`config.mk`:
```
export PLATFORM = sky130hd
export DESIGN_NAME = frame_sequencer
export DESIGN_NICKNAME = d
export VERILOG_FILES = /design/src/rtl/frame_sequencer.sv
export SDC_FILE = /design/constraint.sdc
export NUM_CORES = 1
export LEC_CHECK = 0
export CORE_ASPECT_RATIO = 1.75
export CORE_MARGIN = 2
export CORE_UTILIZATION = 50
export DETAILED_ROUTE_END_ITERATION = 6
export PLACE_DENSITY = 0.79
export SYNTH_ARGS = -nofsm -noshare
export SYNTH_HDL_FRONTEND = slang
export SYNTH_SLANG_ARGS = --single-unit
```
`constraint.sdc`:
```
create_clock -name clk_25 -period 2 [get_ports clk_25]
set_input_delay 0.6 -clock clk_25 [delete_from_list [all_inputs] [get_ports clk_25]]
set_output_delay 0.6 -clock clk_25 [all_outputs]
set_load 0.02 [all_outputs]
```
`src/rtl/frame_sequencer.sv`:
```
// frame_sequencer: per-frame game controller. Runs ATTRACT/PLAY/OVER and
// steps the MOVE, FIRE, ENEMY and COLLIDE units once per VGA frame.
`default_nettype none

module frame_sequencer #(
  parameter int LIVES_INIT = 3,
  parameter int TIMEOUT    = 1024,
  parameter int CNT_W      = 16
) (
  input  logic             clk_25,
  input  logic             reset_n,
  input  logic             vs,
  input  logic             start,
  input  logic [3:0]       Dir,
  input  logic             fire,
  input  logic [3:0]       done,
  input  logic             hit,
  output logic [3:0]       phase_req,
  output logic [3:0]       dir_lat,
  output logic             fire_lat,
  output logic             obj_clr,
  output logic [1:0]       state,
  output logic             over,
  output logic [1:0]       lives,
  output logic [CNT_W-1:0] frame_cnt,
  output logic             overrun,
  output logic             timeout_err
);

  localparam int TMR_W = (TIMEOUT > 2) ? $clog2(TIMEOUT) : 1;
  localparam logic [TMR_W-1:0] TMR_LAST   = TMR_W'(TIMEOUT - 1);
  localparam logic [1:0]       LIVES_LOAD = 2'(LIVES_INIT);

  typedef enum logic [1:0] {
    ST_ATTRACT = 2'b00,
    ST_PLAY    = 2'b01,
    ST_OVER    = 2'b10
  } state_t;

  state_t st_q, st_nxt;

  logic             vs_d, start_d;
  logic [TMR_W-1:0] timer_q, timer_nxt;
  logic [3:0]       req_nxt, dir_nxt;
  logic             fire_nxt, clr_nxt, over_nxt, ovr_nxt, terr_nxt;
  logic [1:0]       lives_nxt;
  logic [CNT_W-1:0] cnt_nxt;

  logic       tick, start_rise, busy, phase_done, dir_onehot;
  logic [3:0] req_shift;

  assign tick       = vs & ~vs_d;
  assign start_rise = start & ~start_d;
  assign busy       = (phase_req != 4'd0);
  assign phase_done = ((done & phase_req) != 4'd0);
  assign dir_onehot = (Dir != 4'd0) && ((Dir & (Dir - 4'd1)) == 4'd0);
  // Shifting past COLLIDE naturally yields 0000, which is the idle state.
  assign req_shift  = {phase_req[2:0], 1'b0};

  always_comb begin
    st_nxt    = st_q;
    req_nxt   = phase_req;
    dir_nxt   = dir_lat;
    fire_nxt  = fire_lat;
    clr_nxt   = 1'b0;
    lives_nxt = lives;
    cnt_nxt   = frame_cnt;
    ovr_nxt   = overrun;
    terr_nxt  = timeout_err;
    timer_nxt = timer_q;

    case (st_q)
      ST_ATTRACT, ST_OVER: begin
        req_nxt   = 4'd0;
        timer_nxt = '0;
        if (start_rise) begin
          st_nxt    = ST_PLAY;
          clr_nxt   = 1'b1;
          lives_nxt = LIVES_LOAD;
          cnt_nxt   = '0;
          ovr_nxt   = 1'b0;
          terr_nxt  = 1'b0;
        end
      end

      ST_PLAY: begin
        if (busy) begin
          if (tick) begin
            ovr_nxt = 1'b1;
          end
          if (phase_done) begin
            req_nxt   = req_shift;
            timer_nxt = '0;
            if (phase_req[3] && hit && (lives != 2'd0)) begin
              lives_nxt = lives - 2'd1;
              if (lives == 2'd1) begin
                st_nxt = ST_OVER;
              end
            end
          end else if (timer_q == TMR_LAST) begin
            // A timed-out COLLIDE advances without charging a life.
            req_nxt   = req_shift;
            timer_nxt = '0;
            terr_nxt  = 1'b1;
          end else begin
            timer_nxt = timer_q + TMR_W'(1);
          end
        end else if (tick) begin
          req_nxt   = 4'b0001;
          cnt_nxt   = frame_cnt + CNT_W'(1);
          fire_nxt  = fire;
          dir_nxt   = dir_onehot ? Dir : 4'd0;
          timer_nxt = '0;
        end
      end

      default: begin
        st_nxt    = ST_ATTRACT;
        req_nxt   = 4'd0;
        timer_nxt = '0;
      end
    endcase

    over_nxt = (st_nxt == ST_OVER);
  end

  always_ff @(posedge clk_25 or negedge reset_n) begin
    if (!reset_n) begin
      st_q        <= ST_ATTRACT;
      vs_d        <= 1'b1;
      start_d     <= 1'b1;
      timer_q     <= '0;
      phase_req   <= 4'd0;
      dir_lat     <= 4'd0;
      fire_lat    <= 1'b0;
      obj_clr     <= 1'b0;
      over        <= 1'b0;
      lives       <= 2'd0;
      frame_cnt   <= '0;
      overrun     <= 1'b0;
      timeout_err <= 1'b0;
    end else begin
      st_q        <= st_nxt;
      vs_d        <= vs;
      start_d     <= start;
      timer_q     <= timer_nxt;
      phase_req   <= req_nxt;
      dir_lat     <= dir_nxt;
      fire_lat    <= fire_nxt;
      obj_clr     <= clr_nxt;
      over        <= over_nxt;
      lives       <= lives_nxt;
      frame_cnt   <= cnt_nxt;
      overrun     <= ovr_nxt;
      timeout_err <= terr_nxt;
    end
  end

  assign state = st_q;

endmodule

`default_nettype wire

```
# == Word-level counts from Yosys, hierarchy flattened ==
# Cells that the tools add are included.
# op_classes
n_reduce_logical,17
eq_ne,15
addsub,4
bitwise_logic,7
n_mux,36
# op_table
operator,n
10-bit 2-to-1 mux,5
16-bit 2-to-1 mux,3
16-bit case mux with 2 select lines,1
4-bit 2-to-1 mux,6
2-bit 2-to-1 mux,9
16-bit by 1-bit adder with 16-bit output (second input constant),1
2-bit != test (second input constant),8
4-bit nonzero test,3
10-bit by 1-bit adder with 10-bit output (second input constant),1
10-bit equality test (second input constant),1
5-bit AND reduction,2
4-bit AND,2
1-bit 2-to-1 mux,8
2-bit case mux with 2 select lines,2
4-bit AND reduction,2
2-bit by 1-bit equality test with 1-bit output (second input constant),2
2-bit equality test (second input constant),2
4-bit zero test,1
4-bit != test (second input constant),1
1-bit case mux with 2 select lines,2
2-bit nonzero test,2
4-bit by 1-bit subtractor with 4-bit output (second input constant),1
1-bit logical AND,3
3-bit != test (second input constant),1
other kinds (7),10
# totals
register_bits,45
inputBits,14
elab_cells,92
output_inout_bits,33

# == Longest topological paths before layout ==
# logic_depth
ltp_word,7
mapped_depth,7
depth_no_buf,6

# == Worst setup path after synthesis ==
# No wires, ideal clock.
# synth_timing
kind,reg-to-reg
start,register phase_req[0]
end,register timer_q[9]
synth_period_minus_slack_ps,1923
t_required_ps,1876
stages_incl_launch_ff,8
setup_time_ps,124
path_buffers,2
arrival_time_ps,1799
slack_ps,77
cell_sequence,dfrtp_1 > or4_1 > buf_6 > nand2_1 > a311o_2 > buf_6 > nor3_1 > a211o_1
# synth_between
elab_chain_len,5
elab_cells_between_ends,7
cone_classes,eq/ne: 1; mux: 3; bitwise: 1; reduce/logical: 2
# synth_rtl
element,line_no,rtl
from (decl),18,"output logic [3:0] phase_req,"
from (signal assigned),147,phase_req <= req_nxt;
4-bit AND,55,assign phase_done = ((done & phase_req) != 4'd0);
4-bit nonzero test,55,
10-bit 2-to-1 mux,91,if (phase_done) begin
10-bit 2-to-1 mux,87,if (busy) begin
10-bit 2-to-1 mux,72,case (st_q)
to (signal assigned),146,timer_q <= timer_nxt;
to (decl),43,"logic [TMR_W-1:0] timer_q, timer_nxt;"
# Parallel ways exist; a longest one is shown, timed or not.
# A chain may end at the register's enable or synchronous reset.

# == Worst setup path in the final report ==
# layout_timing
start,register frame_cnt[8]
end,output frame_cnt[8]
# layout_lines
element,line_no,rtl
from (decl),25,"output logic [CNT_W-1:0] frame_cnt,"
from (signal assigned),153,frame_cnt <= cnt_nxt;
# No word-level cell between the ends.

==> impl_metrics.py <==
metrics = {
    "run_status": {
        "status": "finished, final reports clean",
    },
    "logic_synthesis": {
        "syn-num-nets": 240,
        "synthXorXnorAreaFrac_pct": 5.543,
        "synthMuxAreaShare_pct": 1.867,
        "synthAdderAreaFrac_pct": 2.262,
        "ys_async_sr_fraction_pct": 100.0,
        "ys_seq_area_share_pct": 51.02,
        "ys_seq_elements": 45,
        "netlist_instances": 222,
        "synth_edf_count": 0,
        "ys_types": 42,
        "synth_flop_cell": "dfrtp_1",
        "synth_compound_area_share_pct": 12.05,
        "synth_area_per_cell_um2": 9.965,
        "yosys_warnings": 0,
        "synthSimpleGateAreaFrac_pct": 23.36,
        "synth_top_family_by_area": "simple AND/OR/NAND/NOR gates",
        "synthesis.area_um2": 2212,
    },
    "clock_network": {
        "clock-root-buffer": "clkbuf_8",
        "path_clk_slew_ns": 0.08,
        "htreeDepth": 2,
        "clk_path_buf_depth": 2,
        "tritoncts": "built",
        "cts_num_sinks": 45,
        "insertion_delay_ns": 0.29,
        "cts_made_buffers": 5,
        "ctsHoldBuffers": 0,
    },
    "critical_path": {
        "worstReg2RegEnd": "frame_cnt[6]",
        "r2r_start": "phase_req[0]",
        "path_max_fanout": 5,
        "worstSetupPathType": "reg2out",
        "crit_chain": "clkdlybuf4s50_1",
        "reg2reg_slack_ns": 0.10,
        "ff2ff_path_depth": 6,
        "worstPathRequired_ns": 1.40,
        "crit_path_max_incr_delay_ns": 0.64,
        "start_kind": "flop",
        "cp.arrival_ns": 1.38,
        "crit_buf_inv": 1,
        "endpoint_kind": "primary output",
        "cpMaxStageDelayCell": "clkdlybuf4s50_1",
        "crit_family": "buffers and inverters",
    },
    "timing": {
        "fmax_ghz": 0.5052,
        "period_needed_ns": 1.979,
        "final.setup.worst_slack_ns": 0.02052,
        "final.setup_skew_ns": 0.003124,
        "whs_ns": 0.2644,
        "worst_slew_pin_slew_ns": 0.3268,
        "final-hold-violation-count": 0,
        "drv_slew": 0,
        "relSlewSlack_pct": 78.21,
        "tns_ns": 0,
        "setup_viol": 0,
        "finalCritPeriodShare_pct": 98.97,
    },
    "detailed_routing": {
        "drtAntennaViolNets": 0,
        "firstDrtPassIters": 4,
        "drc": 0,
        "via_count": 1904,
        "drt_wl_total_mm": 5.126,
        "first_iter_violations": 54,
        "wire_per_inst_um": 14.69,
        "avgViaCountPerCell": 5.456,
    },
    "place": {
        "port_buffers": 46,
        "placed_cells": 340,
        "gp_congestion": 0.8434,
        "place_ws_ns": -0.5419,
        "post-dp-hpwl_mm": 3.816,
        "dpl_cell_area_um2": 2905,
    },
    "layout": {
        "areaGrowthSynthToFinish_pct": 38.12,
        "instances_no_fill": 349,
        "final_area_um2": 3055,
        "fin_util_pct": 70.66,
        "final_layout_size_suffix_gt1_share_pct": 18.46,
        "n_antenna_cell": 0,
        "final_nets": 315,
    },
    "pwr": {
        "power_leakage_nw": 1.551,
        "p_per_area_nw_per_um2": 1256,
        "ir_drop_v": 0.001184,
        "design_power_total_mw": 3.836,
    },
    "grt": {
        "grt_remaining_overflow": 0,
        "antenna_found_initial": 0,
        "globalRouteTotalUtil_pct": 22.82,
        "grt_max_degree": 46,
        "grt_pass1_vias": 1991,
        "grt_pass1_wl_mm": 8.521,
    },
    "die": {
        "die_h_um": 91.99,
        "coreArea_um2": 4324,
        "die_w_um": 54.28,
        "initial_core_util_pct": 51.16,
        "rows": 32,
        "die-area_um2": 4993,
        "ioPinCount": 47,
    },
    "run": {
        "max_cap_violations": 0,
    },
    "hold_path": {
        "hold_path_class": "in2async",
    },
}
[logic make-up after synthesis]
logic type / count (synthesis)
flops: 45
simple gates: 103
buf+inv: 15
xor+xnor: 14
compound gates: 37
mux: 4
fa+ha+maj: 4
[flip-flops by register name, indices dropped and copies added (netlist names), 2 cells and up]
| register | cells |
|---|---|
| dir_lat | 4 |
| frame_cnt | 16 |
| lives | 2 |
| phase_req | 4 |
| state | 2 |
| timer_q | 10 |
[cell usage after synthesis, types with 3 or more instances]
library cell / instances / area (um^2)
nor2b_1: 3 / 18.77
and3_1: 4 / 25.02
nand3b_1: 4 / 30.03
nor2_1: 25 / 93.84
buf_6: 3 / 33.78
dfrtp_1: 43 / 1076
or3_1: 3 / 18.77
a21oi_1: 7 / 35.03
ha_1: 4 / 50.05
o21ai_0: 13 / 65.06
nand4_1: 8 / 50.05
nand2_1: 29 / 108.9
mux2i_1: 3 / 30.03
buf_2: 3 / 15.01
xor2_1: 14 / 122.6
a21o_1: 3 / 22.52
inv_1: 6 / 22.52
nand3_1: 9 / 45.04
nor3_1: 7 / 35.03
[what timing repair did]
| action | 4_1_cts | 5_1_grt |
|---|---|---|
| pin swaps | 4 | 8 |
| buffers inserted | 0 | 0 |
| cloned | 1 | 0 |
| setup endpoints to repair | 17 | 28 |
| resized for setup | 5 | 14 |
[routing by layer]
layer	global-route usage, %	vias to the layer above	wire length (um)
li1	-	926	-
met1	26.75	920	1939
met2	38.86	45	2888
met3	3.909	13	177
met4	10.00	0	120
met5	0	-	0
[worst reg2reg max path, stage by stage, from the launching register on]
cell and delay [ns]:
dfrtp_1 0.39, or4_4 0.55, buf_6 0.16, a221oi_4 0.37
nand2_1 0.11, xor2_1 0.16, nor2_1 0.06
[cell type report]
class,instances,area (um^2)
fillers,325,1269
flip-flops and latches,45,1129
multi-input cells,163,1030
repair buffers,76,709.4
clock buffers,7,96.34
well taps,51,63.81
inverters,6,22.52
clock inverters,1,5.005
[report_power, final]
part           switching, mW  internal, mW  total [mW]
combinational           1.01         0.975        1.98
sequential             0.161          1.09        1.25
clock                  0.296         0.312       0.609
total                   1.46          2.37        3.84
[cell usage in the layout, fill, tap and decap left out, types with 2 or more instances in the layout]
master	Yosys	final
nand2b_1	2	2
nor2_2	2	2
clkdlybuf4s50_1	0	34
xor2_1	14	14
and3_1	4	4
a22oi_2	0	2
nand3_1	9	9
dfrtp_1	43	43
mux2i_1	3	3
nor2_1	25	25
or3_1	3	3
a21o_1	3	3
nor2b_1	3	3
inv_1	6	6
nand4_1	8	8
and2_1	2	2
dlygate4sd2_1	0	4
nand3b_1	4	4
nand2_1	29	28
dlymetal6s2s_1	0	7
a31oi_1	2	2
nor3_1	7	7
o21ai_0	13	11
buf_4	0	28
a21oi_1	7	7
o21ai_1	1	3
clkbuf_8	0	7
a22o_1	2	2
dfstp_2	2	2
ha_1	4	4
[how the worst max path moves through the flow]
stage	start	to	slack [ns]	cells after the start
floorplan	phase_req[0]	timer_q[9]	0.08	7
global placement	vs	frame_cnt[11]	-0.46	6
detailed placement	vs	frame_cnt[11]	-0.54	6
CTS	frame_cnt[5]	frame_cnt[5]	0.004	1
global route	phase_req[0]	frame_cnt[6]	-0.0006	6
finish	frame_cnt[8]	frame_cnt[8]	0.02	1
Power figures use the tool's default switching activity.
